**src/rtl/cpu6502_pkg.sv**
```systemverilog
// Shared cpu6502 definitions: RW bus encoding and the external bus FSM state type.
package cpu6502_pkg;

    localparam logic RW_READ  = 1'b1;
    localparam logic RW_WRITE = 1'b0;

    typedef enum logic {
        ACTIVE,
        STALLED
    } bus_state_t;

endpackage

```
**src/rtl/cpu6502_address_bus_register.sv**
```systemverilog
// 8-bit load-enable register with asynchronous active-high reset; used for ABL and ABH.
module cpu6502_address_bus_register (
    input  logic       i_clk,
    input  logic       i_reset,
    input  logic       i_load,
    input  logic [7:0] i_d,
    output logic [7:0] o_q
);

    logic [7:0] q_q;
    logic [7:0] q_d;

    always_comb begin
        q_d = q_q;
        if (i_load) begin
            q_d = i_d;
        end
    end

    always_ff @(posedge i_clk or posedge i_reset) begin
        if (i_reset) begin
            q_q <= 8'h00;
        end else begin
            q_q <= q_d;
        end
    end

    assign o_q = q_q;

endmodule

```
**src/rtl/cpu6502_bus_interface.sv**
```systemverilog
// 6502 external bus interface: address/data/RW registers, read data latch and RDY stall FSM.
// Optional completed-cycle counter enabled by defining CPU6502_BUS_CYCLE_COUNT_EN.
module cpu6502_bus_interface
    import cpu6502_pkg::*;
(
    input  logic        i_clk,
    input  logic        i_reset,
    input  logic        i_adl_abl,
    input  logic        i_adh_abh,
    input  logic [7:0]  i_adl,
    input  logic [7:0]  i_adh,
    input  logic        i_db_dor,
    input  logic [7:0]  i_db,
    input  logic        i_rw,
    input  logic        i_rdy,
    input  logic [7:0]  i_data,
    output logic [15:0] o_address,
    output logic        o_rw,
    output logic [7:0]  o_data,
    output logic [7:0]  o_dl,
    output logic        o_stall,
    output logic        o_stalled
`ifdef CPU6502_BUS_CYCLE_COUNT_EN
    ,
    output logic [15:0] o_cycle_count
`endif
);

    bus_state_t state_q, state_d;
    logic       rw_q, rw_d;
    logic [7:0] dor_q, dor_d;
    logic [7:0] dl_q, dl_d;
    logic [7:0] abl, abh;
    logic       complete;

    // Only reads can be stretched; a write always completes.
    assign o_stall  = (rw_q == RW_READ) & ~i_rdy;
    assign complete = ~o_stall;

    cpu6502_address_bus_register u_abl (
        .i_clk   (i_clk),
        .i_reset (i_reset),
        .i_load  (complete & i_adl_abl),
        .i_d     (i_adl),
        .o_q     (abl)
    );

    cpu6502_address_bus_register u_abh (
        .i_clk   (i_clk),
        .i_reset (i_reset),
        .i_load  (complete & i_adh_abh),
        .i_d     (i_adh),
        .o_q     (abh)
    );

    always_comb begin
        state_d = state_q;
        rw_d    = rw_q;
        dor_d   = dor_q;
        dl_d    = dl_q;
        if (complete) begin
            rw_d = i_rw;
            if (i_db_dor) begin
                dor_d = i_db;
            end
            if (rw_q == RW_READ) begin
                dl_d = i_data;
            end
        end
        unique case (state_q)
            ACTIVE:  if (o_stall) state_d = STALLED;
            STALLED: if (i_rdy)   state_d = ACTIVE;
            default: state_d = ACTIVE;
        endcase
    end

    always_ff @(posedge i_clk or posedge i_reset) begin
        if (i_reset) begin
            state_q <= ACTIVE;
            rw_q    <= RW_READ;
            dor_q   <= 8'h00;
            dl_q    <= 8'h00;
        end else begin
            state_q <= state_d;
            rw_q    <= rw_d;
            dor_q   <= dor_d;
            dl_q    <= dl_d;
        end
    end

`ifdef CPU6502_BUS_CYCLE_COUNT_EN
    logic [15:0] count_q;

    always_ff @(posedge i_clk or posedge i_reset) begin
        if (i_reset) begin
            count_q <= 16'h0000;
        end else if (complete) begin
            count_q <= count_q + 16'h0001;
        end
    end

    assign o_cycle_count = count_q;
`endif

    assign o_address = {abh, abl};
    assign o_rw      = rw_q;
    assign o_data    = (rw_q == RW_WRITE) ? dor_q : 8'h00;
    assign o_dl      = dl_q;
    assign o_stalled = (state_q == STALLED);

endmodule

```
**config.mk**
```make
export PLATFORM = sky130hd
export DESIGN_NAME = cpu6502_bus_interface
export DESIGN_NICKNAME = d
export VERILOG_FILES = /design/src/rtl/cpu6502_pkg.sv /design/src/rtl/cpu6502_address_bus_register.sv /design/src/rtl/cpu6502_bus_interface.sv
export SDC_FILE = /design/constraint.sdc
export NUM_CORES = 1
export LEC_CHECK = 0
export BUFFER_PORTS_ARGS = -buffer_cell sky130_fd_sc_hd__buf_4
export CORE_MARGIN = 4
export CORE_UTILIZATION = 45
export DETAILED_ROUTE_END_ITERATION = 10
export MAX_ROUTING_LAYER = met4
export PLACE_DENSITY_LB_ADDON = 0.1
export SLEW_MARGIN = 5
export SYNTH_ARGS = -nofsm -noshare
export SYNTH_HDL_FRONTEND = slang
export SYNTH_SLANG_ARGS = --single-unit
```
**constraint.sdc**
```tcl
create_clock -name i_clk -period 1.6 [get_ports i_clk]
set_input_delay 0.32 -clock i_clk [delete_from_list [all_inputs] [get_ports i_clk]]
set_output_delay 0.32 -clock i_clk [all_outputs]
set_load 0.01 [all_outputs]
```
==> results of run 1 <==
==> layout by cell type (no fill, tap or decap), drive strengths merged <==
cell / count
inv: 2
or2b: 1
nand2: 4
dlygate4sd3: 1
clkinv: 1
buf: 79
clkbuf: 7
mux2: 32
nand2b: 1
nor2: 2
dfstp: 1
dfrtp: 33
nor2b: 8
==> kinds of logic after synthesis <==
group,count (synthesis)
flops,34
mux,32
simple gates,16
buf+inv,4
==> state kept, by name (all words and copies together) (netlist names) <==
signal	count
dor_q	8
o_dl	8
o_rw	1
o_stalled	1
u_abh.o_q	8
u_abl.o_q	8
==> per-stage QoR <==
step,cell area [µm²],std cells,hold WS [ns]
4_1_cts,2170,213,0.151
3_5_place_dp,2090,204,0.364
5_1_grt,2190,216,0.148
3_3_place_gp,2090,204,0.357
6_report,2190,216,0.165
2_1_floorplan,1480,86,0.386
==> worst max-delay path, stage by stage (launching register included) <==
cell and delay (ns):
dfstp_2 0.58, buf_6 0.15, nor2b_1 0.06, buf_4 0.14
==> report_power, final <==
part | switching (mW) | total [mW] | leakage [nW] | internal [mW]
sequential | 0.0687 | 1.05 | 0.397 | 0.983
combinational | 0.217 | 0.605 | 0.698 | 0.388
clock | 0.270 | 0.483 | 0.0353 | 0.213
==> routing by layer <==
metal	global-route usage (%)	routed length (µm)	share of wire, %	up-vias
met3	4.79	230	7.5	7
met5	-	0	0	-
met2	24.3	1510	49	48
met4	7.77	62	2.0	0
met1	20.1	1280	41	462
li1	-	-	-	458
==> what timing repair did <==
item / 4_1_cts / 5_1_grt
buffers inserted: 0 / 3
endpoints found under the setup margin: 8 / 9
endpoints found under the hold margin: 8 / 0
hold buffers: 1 / 0
resized for setup: 1 / 0
==> path summary, 6_finish.rpt <==
path / startpoint / endpoint
worst max-delay path: o_rw / o_data[4]
worst max register to register: o_rw / u_abl.o_q[7]
max in group asynchronous: i_reset / u_abh.o_q[5]
min in group asynchronous: i_reset / u_abl.o_q[6]
worst min-delay path: i_rdy / o_stalled
worst min register to register: dor_q[6] / dor_q[6]
==> final cells by class <==
type,count,area (µm²),area share (%)
Sequential cell,34,852,38.9
Timing Repair Buffer,80,619,28.3
Multi-Input combinational cell,48,596,27.2
Clock buffer,7,55.1,2.51
Tap cell,44,55.1,2.51
Inverter,2,7.51,0.343
Clock inverter,1,5.00,0.229
==> flow_metrics.tcl, run 1 <==
set metrics [dict create \
    fillerInstances 259 \
    maxSlewHeadroom_pct 68.1 \
    power_mw 2.14 \
    drive_above_1_share_pct 72.1 \
    final_util_pct 70.6 \
    synthCells 86 \
    crit_required_ns 1.28 \
    power_density_nw_per_um2 977 \
    synthTopCellsByCount "dfrtp_1 (33), mux2_4 (24), mux2_2 (8), nor2b_1 (8), nand2_8 (3)" \
    reg2reg_depth 4 \
    worst_setup_path_start_kind "register" \
    hold_depth 2 \
    numCtsBuffers 5 \
    async_reset_ff_share_pct 100 \
    hold_viol_final 0 \
    post-place-ws_ns 0.309 \
    place_congestion 0.621 \
    tns_ns 0 \
    cts_tree "done" \
    synth_nets 125 \
    portBuffers 73 \
    setup-violations-final 0 \
    grt_pass1_wl_um 5030 \
    dieArea_um2 4280 \
    drt-initial-drc-count 24 \
    synthTopCellsByArea "dfrtp_1 (56%), mux2_4 (24%), mux2_2 (6.1%)" \
    cts_sinks 34 \
    yosysWarnings 0 \
    synth_ff_type "dfrtp_1" \
    synth_edf_count 0 \
    insertion_delay_ns 0.33 \
    die_h_um 65.4 \
    die_w_um 65.4 \
    yosysMostFrequentCell "dfrtp_1" \
    ios 74 \
    final_nets 210 \
    post-dp-hpwl_um 2370 \
    grt_pass1_vias 1023 \
    synth-compound-area-share_pct 0 \
    slew_viol_final 0 \
    synth-xor-area-share_pct 0 \
    vias 975 \
    grt.total_usage_pct 16.2 \
    worstPathMaxFanout 11 \
    synth_area_um2 1480 \
    ir_drop_mv 0.610 \
    synth.avg_cell_area_um2 17.2 \
    grt_antenna_before_repair 0 \
    status "finished, final reports clean" \
    crit_arrival_ns 1.24 \
    cts.path.max_buffers 2 \
    synth_simple_gate_area_share_pct 9.79 \
    seq_area_frac_synth_pct 57.5 \
    max_freq_mhz 640 \
    muxShareOfSynthArea_pct 30.4 \
    num_rows 20 \
    area_growth_pct 47.7 \
    grt_max_degree 18 \
    maxCapViolCount 0 \
    synth_fa_ha_area_share_pct 0 \
    num_antenna_cells 0 \
    routed_wl_um 3080 \
    wl_per_cell_um 14.3 \
    skew_ns 0.00781 \
    core-area_um2 3100 \
    hp-class "input port to register" \
    dr.pass1.iters 3 \
    drc 0 \
    tightest_slew_ns 0.478 \
    r2r_setup_slack_ns 0.25 \
    synth_top_family_by_area "multiplexers" \
    path_clk_slew_ns 0.10 \
    fin_crit_ns 1.56 \
    synth_cell_type_count 13 \
    synth_top_area_cell "dfrtp_1" \
    worstSetupPathType "register to output port" \
    ys_ff_latch 34 \
    start_util_pct 47.8 \
    setup_slack_ns 0.0369 \
    cts-root-buf "clkbuf_4" \
    rsz0062_at_grt "true" \
    vias_per_cell 4.51 \
    leakagePower_nw 1.13 \
    antenna_left 0 \
    end_kind "output port" \
    fin_crit_sh_pct 97.7 \
    synth_top_area_share_pct 55.7 \
    cts.htree.levels 2 \
    grt-ovfl-total 0 \
]
Power figures use the tool's default switching activity.
==> run 2: changes to the inputs <==
PLACE_DENSITY = 0.83   (was unset)
PLACE_DENSITY_LB_ADDON = unset   (was 0.1)
==> run 2 against run 1 <==
  * Die area is the same
  * Critical path depth unchanged
  * Sequential share of layout area rose by 0.16 points
  * Sequential power hardly changed
  * First-iteration DRC count increased by 42%
  * Via count is 0.41% higher
  * Clock-buffer cell count did not move
==> flow_metrics.tcl, run 2 (synthesis gave the netlist of run 1 again) <==
set metrics [dict create \
    status "finished, final reports clean" \
    num_rows 20 \
    drive_above_1_share_pct 72.1 \
    routed_wl_um 3190 \
    maxSlewHeadroom_pct 75.2 \
    worstPathMaxFanout 5 \
    final_nets 210 \
    tightest_slew_ns 0.372 \
    die_w_um 65.4 \
    worstPathCellList "buf_6 -> nor2b_1 -> buf_4" \
    crit_path_max_incr_delay_ns 0.61 \
    maxCapViolCount 0 \
    hp-class "input port to register" \
    dieArea_um2 4280 \
    tns_ns 0 \
    fin_crit_ns 1.57 \
    critPathTopFamily "flip-flops" \
    slew_viol_final 0 \
    ios 74 \
    crit_slowest_cell "dfstp_2" \
    die_h_um 65.4 \
    most-common-layout-cells "buf_4 (77), dfrtp_1 (33), mux2_4 (24)" \
    fin_crit_sh_pct 98.2 \
    worstSetupPathType "register to output port" \
    skew_ns 0.0115 \
    path_clk_slew_ns 0.10 \
    place_congestion 0.695 \
    insertion_delay_ns 0.32 \
    cts.htree.levels 2 \
    vias_per_cell 4.53 \
    grt_max_degree 14 \
    worst_setup_path_start_kind "register" \
    end_kind "output port" \
    grt-ovfl-total 0 \
    num_antenna_cells 0 \
    reg2reg_depth 4 \
    setup-violations-final 0 \
    crit_arrival_ns 1.25 \
    ir_drop_mv 0.666 \
    dr.pass1.iters 3 \
    power_mw 2.14 \
    rsz0062_at_grt "true" \
    wl_per_cell_um 14.8 \
    cp.depth 3 \
    max_freq_mhz 636 \
    drt-initial-drc-count 34 \
    antenna_left 0 \
    core-area_um2 3100 \
    grt_pass1_vias 1092 \
    numCtsBuffers 5 \
    cts.path.max_buffers 2 \
    area_growth_pct 47.1 \
    cts-root-buf "clkbuf_4" \
    start_util_pct 47.8 \
    crit_required_ns 1.28 \
    power_density_nw_per_um2 979 \
    vias 979 \
    portBuffers 73 \
    grt_pass1_wl_um 4950 \
    final_common_cell "buf_4" \
    grt.total_usage_pct 16.0 \
    cts_sinks 34 \
    leakagePower_nw 1.13 \
    hold_depth 2 \
    post-dp-hpwl_um 2450 \
    crit_buf_inv 2 \
    drc 0 \
    grt_antenna_before_repair 0 \
    cts_tree "done" \
    hold_viol_final 0 \
]
## run 2: cell counts in the layout (fill, tap and decap cells not counted)
No cell type changed its count.
## run 2: repair_timing
action / 4_1_cts / 5_1_grt
resized for setup: 1 / 2
endpoints found under the setup margin: 8 / 9
setup buffers: 1 / 1
hold endpoints to repair: 7 / 0
gates cloned: 0 / 1
hold buffers: 1 / 0
## run 2: report_power, final
part	internal (mW)	switching [mW]	total (mW)
logic	0.386	0.216	0.603
registers	0.983	0.0704	1.05
clock network	0.213	0.266	0.480
## run 2: path summary, 6_finish.rpt
kind	startpoint	endpoint	slack, ns
hold / removal	i_rdy	o_stalled	0.17
hold reg to reg	o_stalled	o_stalled	0.50
setup / recovery	o_rw	o_data[2]	0.03
min in group asynchronous	i_reset	o_dl[2]	0.54
max in group asynchronous	i_reset	u_abh.o_q[3]	0.55
setup reg to reg	o_rw	u_abh.o_q[1]	0.17
## run 2: worst register-to-register path, cell delays in order, from the launching register on
cell	delay [ns]
dfstp_2	0.61
nand2b_4	0.09
buf_4	0.18
nand2_8	0.12
mux2_4	0.31
## run 2: layout make-up
| cell class | count | area (µm²) |
|---|---|---|
| flip-flops and latches | 34 | 852 |
| fillers | 240 | 922 |
| clock buffers | 7 | 55.1 |
| clock inverters | 1 | 5.00 |
| repair buffers | 80 | 611 |
| well taps | 44 | 55.1 |
| inverters | 2 | 7.51 |
| multi-input cells | 48 | 596 |
## run 2: per-layer routing
metal	vias up	share of wire (%)	GRT usage [%]
li1	462	-	-
met1	468	40	17.9
met2	44	52	27.1
met3	5	5.8	3.59
met4	0	1.6	7.51
met5	-	0	-
## run 2: metrics by stage
| stage | worst slack (ns) | instance area (µm²) | hold slack [ns] | utilization (%) | instances |
|---|---|---|---|---|---|
| after floorplan | 0.307 | 1480 | 0.386 | - | 86 |
| after global placement | 0.331 | 2080 | 0.316 | 67.1 | 204 |
| after detailed placement | 0.308 | 2080 | 0.324 | 67.1 | 204 |
| after CTS | 0.00731 | 2160 | 0.158 | 69.7 | 214 |
| after global routing | -0.0396 | 2180 | 0.159 | 70.3 | 216 |
| final | 0.0283 | 2180 | 0.172 | 70.3 | 216 |
==> run 3: changes to the inputs <==
ABC_AREA = 1   (was unset)
CORE_UTILIZATION = 44   (was 45)
PLACE_DENSITY = 0.82   (was 0.83)
==> run 3 against run 2 <==
  * Cell count increased by 35%
  * Area after synthesis decreased by 3.8%
  * Cell area decreased by 2.2%
  * Critical endpoint is now o_data[4]
  * Largest power group unchanged
  * Critical path type unchanged
  * Via count increased by 38%
  * Fmax about the same
  * Die area decreased by 1.4%
  * Combinational power decreased by 16%
  * Clock skew decreased by 0.0045 ns
==> flow_metrics.tcl, run 3 <==
set metrics [dict create \
    maxCapViolCount 0 \
    grt_max_degree 20 \
    wl_per_cell_um 12.0 \
    setup-violations-final 0 \
    p_seq_share_pct 51.0 \
    vias 1351 \
    synth_simple_gate_area_share_pct 33.2 \
    skew_ns 0.00696 \
    final_common_cell "buf_4" \
    drive_above_1_share_pct 38.9 \
    async_reset_ff_share_pct 100 \
    die_w_um 64.9 \
    muxShareOfSynthArea_pct 0 \
    hp-class "input port to register" \
    path_clk_slew_ns 0.10 \
    clock_power_share_pct 23.9 \
    crit_arrival_ns 1.25 \
    synth_cell_type_count 12 \
    most-common-layout-cells "buf_4 (79), nand2_1 (67), dfrtp_1 (33)" \
    ys_ff_latch 34 \
    cts-root-buf "clkbuf_4" \
    synth_edf_count 0 \
    leakagePower_nw 1.22 \
    ir_drop_mv 0.600 \
    grt.total_usage_pct 17.8 \
    post-place-ws_ns 0.317 \
    place_area_um2 2010 \
    synthTopCellsByCount "nand2_1 (67), dfrtp_1 (33), nand3_1 (32), inv_1 (9), nor2_1 (8)" \
    area_growth_pct 49.6 \
    start_util_pct 46.3 \
    sw_frac_of_total_pct 28.6 \
    p_switching_mw 0.579 \
    fin_crit_sh_pct 98.2 \
    drc 0 \
    final_nets 285 \
    portBuffers 73 \
    ios 74 \
    synthCells 166 \
    synth_fa_ha_area_share_pct 0 \
    setup_slack_ns 0.0281 \
    synthTopCellsByArea "dfrtp_1 (58%), nand2_1 (18%), nand3_1 (11%)" \
    p_int_mw 1.45 \
    synth-compound-area-share_pct 0 \
    slew_viol_final 0 \
    synth_top_area_cell "dfrtp_1" \
    status "finished, final reports clean" \
    power_frac_comb_pct 25.1 \
    fillerInstances 269 \
    numCtsBuffers 5 \
    synth_ff_type "dfrtp_1" \
    grt_pass1_vias 1247 \
    post-dp-hpwl_um 2590 \
    final_util_pct 69.3 \
    place_congestion 0.726 \
    cts.htree.levels 2 \
    postLayoutCellArea_um2 2130 \
    core-area_um2 3080 \
    cts_sinks 34 \
    maxSlewHeadroom_pct 76.5 \
    worstSetupPathType "register to output port" \
    cts.path.max_buffers 2 \
    grt-ovfl-total 0 \
    die_h_um 64.9 \
    dieArea_um2 4220 \
    synth-xor-area-share_pct 0 \
    tightest_slew_ns 0.353 \
    synth_nets 205 \
    synth.avg_cell_area_um2 8.59 \
    vias_per_cell 4.64 \
    seq_area_frac_synth_pct 59.7 \
    yosysMostFrequentCell "nand2_1" \
    synth_area_um2 1430 \
    grt_pass1_wl_um 5520 \
    synth_top_family_by_area "simple AND/OR/NAND/NOR gates" \
    yosysWarnings 0 \
    final_cell_count_no_fill 291 \
    cts_tree "done" \
    synth_top_area_share_pct 57.9 \
    dp_cells 278 \
    end_kind "output port" \
    antenna_left 0 \
    dr.pass1.iters 4 \
    drt-initial-drc-count 82 \
    num_antenna_cells 0 \
    hold_viol_final 0 \
    insertion_delay_ns 0.32 \
    crit_required_ns 1.28 \
    power_density_nw_per_um2 949 \
    grt_antenna_before_repair 0 \
    rsz0062_at_grt "true" \
    worstPathMaxFanout 14 \
    max_freq_mhz 636 \
    worst_setup_path_start_kind "register" \
    num_rows 20 \
    fin_crit_ns 1.57 \
    routed_wl_um 3510 \
]
[run 3: changes by cell type in the layout (fill, tap and decap cells not counted), moves of 6 or more]
| cell | delta |
|---|---|
| inv_1 | +7 |
| mux2_2 | -8 |
| mux2_4 | -24 |
| nand2_1 | +67 |
| nand3_1 | +32 |
| nor2_1 | +6 |
| nor2b_1 | -8 |
[run 3: worst paths after layout]
kind / slack (ns) / start / cells after the start / endpoint
max: 0.03 / o_rw / 3 / o_data[4]
min: 0.19 / i_rw / 2 / o_rw
max reg2reg: 0.29 / o_rw / 6 / u_abh.o_q[3]
min reg2reg: 0.48 / o_dl[0] / 2 / o_dl[0]
max in group asynchronous: 0.53 / i_reset / 4 / o_rw
min in group asynchronous: 0.51 / i_reset / 3 / o_dl[0]
[run 3: worst max-delay path: stages, from the launching register on]
cell and delay, ns:
dfstp_2 0.59, buf_12 0.14, nor2_1 0.05, buf_4 0.14
[run 3: area by class of cell]
type / count / area (µm²) / area share, %
multi-input combinational: 112 / 478 / 22.4
clock buffer: 6 / 51.3 / 2.40
inverter: 11 / 41.3 / 1.94
tap: 44 / 55.1 / 2.58
clock inverter: 2 / 12.5 / 0.587
sequential: 34 / 852 / 39.9
timing repair buffer: 82 / 643 / 30.1
[run 3: logic make-up (layout without fill, tap and decap cells)]
logic type	Yosys count	after routing
buf+inv	20	101
flops	34	34
simple gates	112	112
[run 3: repair_timing]
action                                 CTS  global route
hold buffers                             1             0
pin swaps                                0             0
endpoints found under the hold margin    8             0
resized for setup                        1             3
setup endpoints to repair                8            10
buffers inserted                         0             4
[run 3: power groups by stage]
stage	clock (mW)	sequential (mW)	combinational (mW)
2_1_floorplan	0	1.08	0.189
3_3_place_gp	0	1.05	0.484
3_5_place_dp	0	1.05	0.496
4_1_cts	0.511	1.03	0.500
5_1_grt	0.548	1.05	0.565
6_report	0.483	1.03	0.509
[run 3: per-layer routing]
| metal | part of all wire, % | wire length [µm] | vias up | global-route usage (%) |
|---|---|---|---|---|
| met5 | 0 | 0 | - | - |
| met1 | 40 | 1400 | 620 | 21.2 |
| li1 | - | - | 675 | - |
| met3 | 8.7 | 306 | 5 | 5.72 |
| met4 | 1.3 | 46 | 0 | 6.33 |
| met2 | 50 | 1750 | 51 | 28.4 |
[run 3: metrics by stage]
stage                     hold slack (ns)  TNS, ns  power, mW
after floorplan                     0.428        0       1.27
after global placement              0.312        0       1.53
after detailed placement            0.312        0       1.54
after CTS                           0.180  -0.0599       2.04
after global routing                0.177   -0.384       2.16
final                               0.190        0       2.03
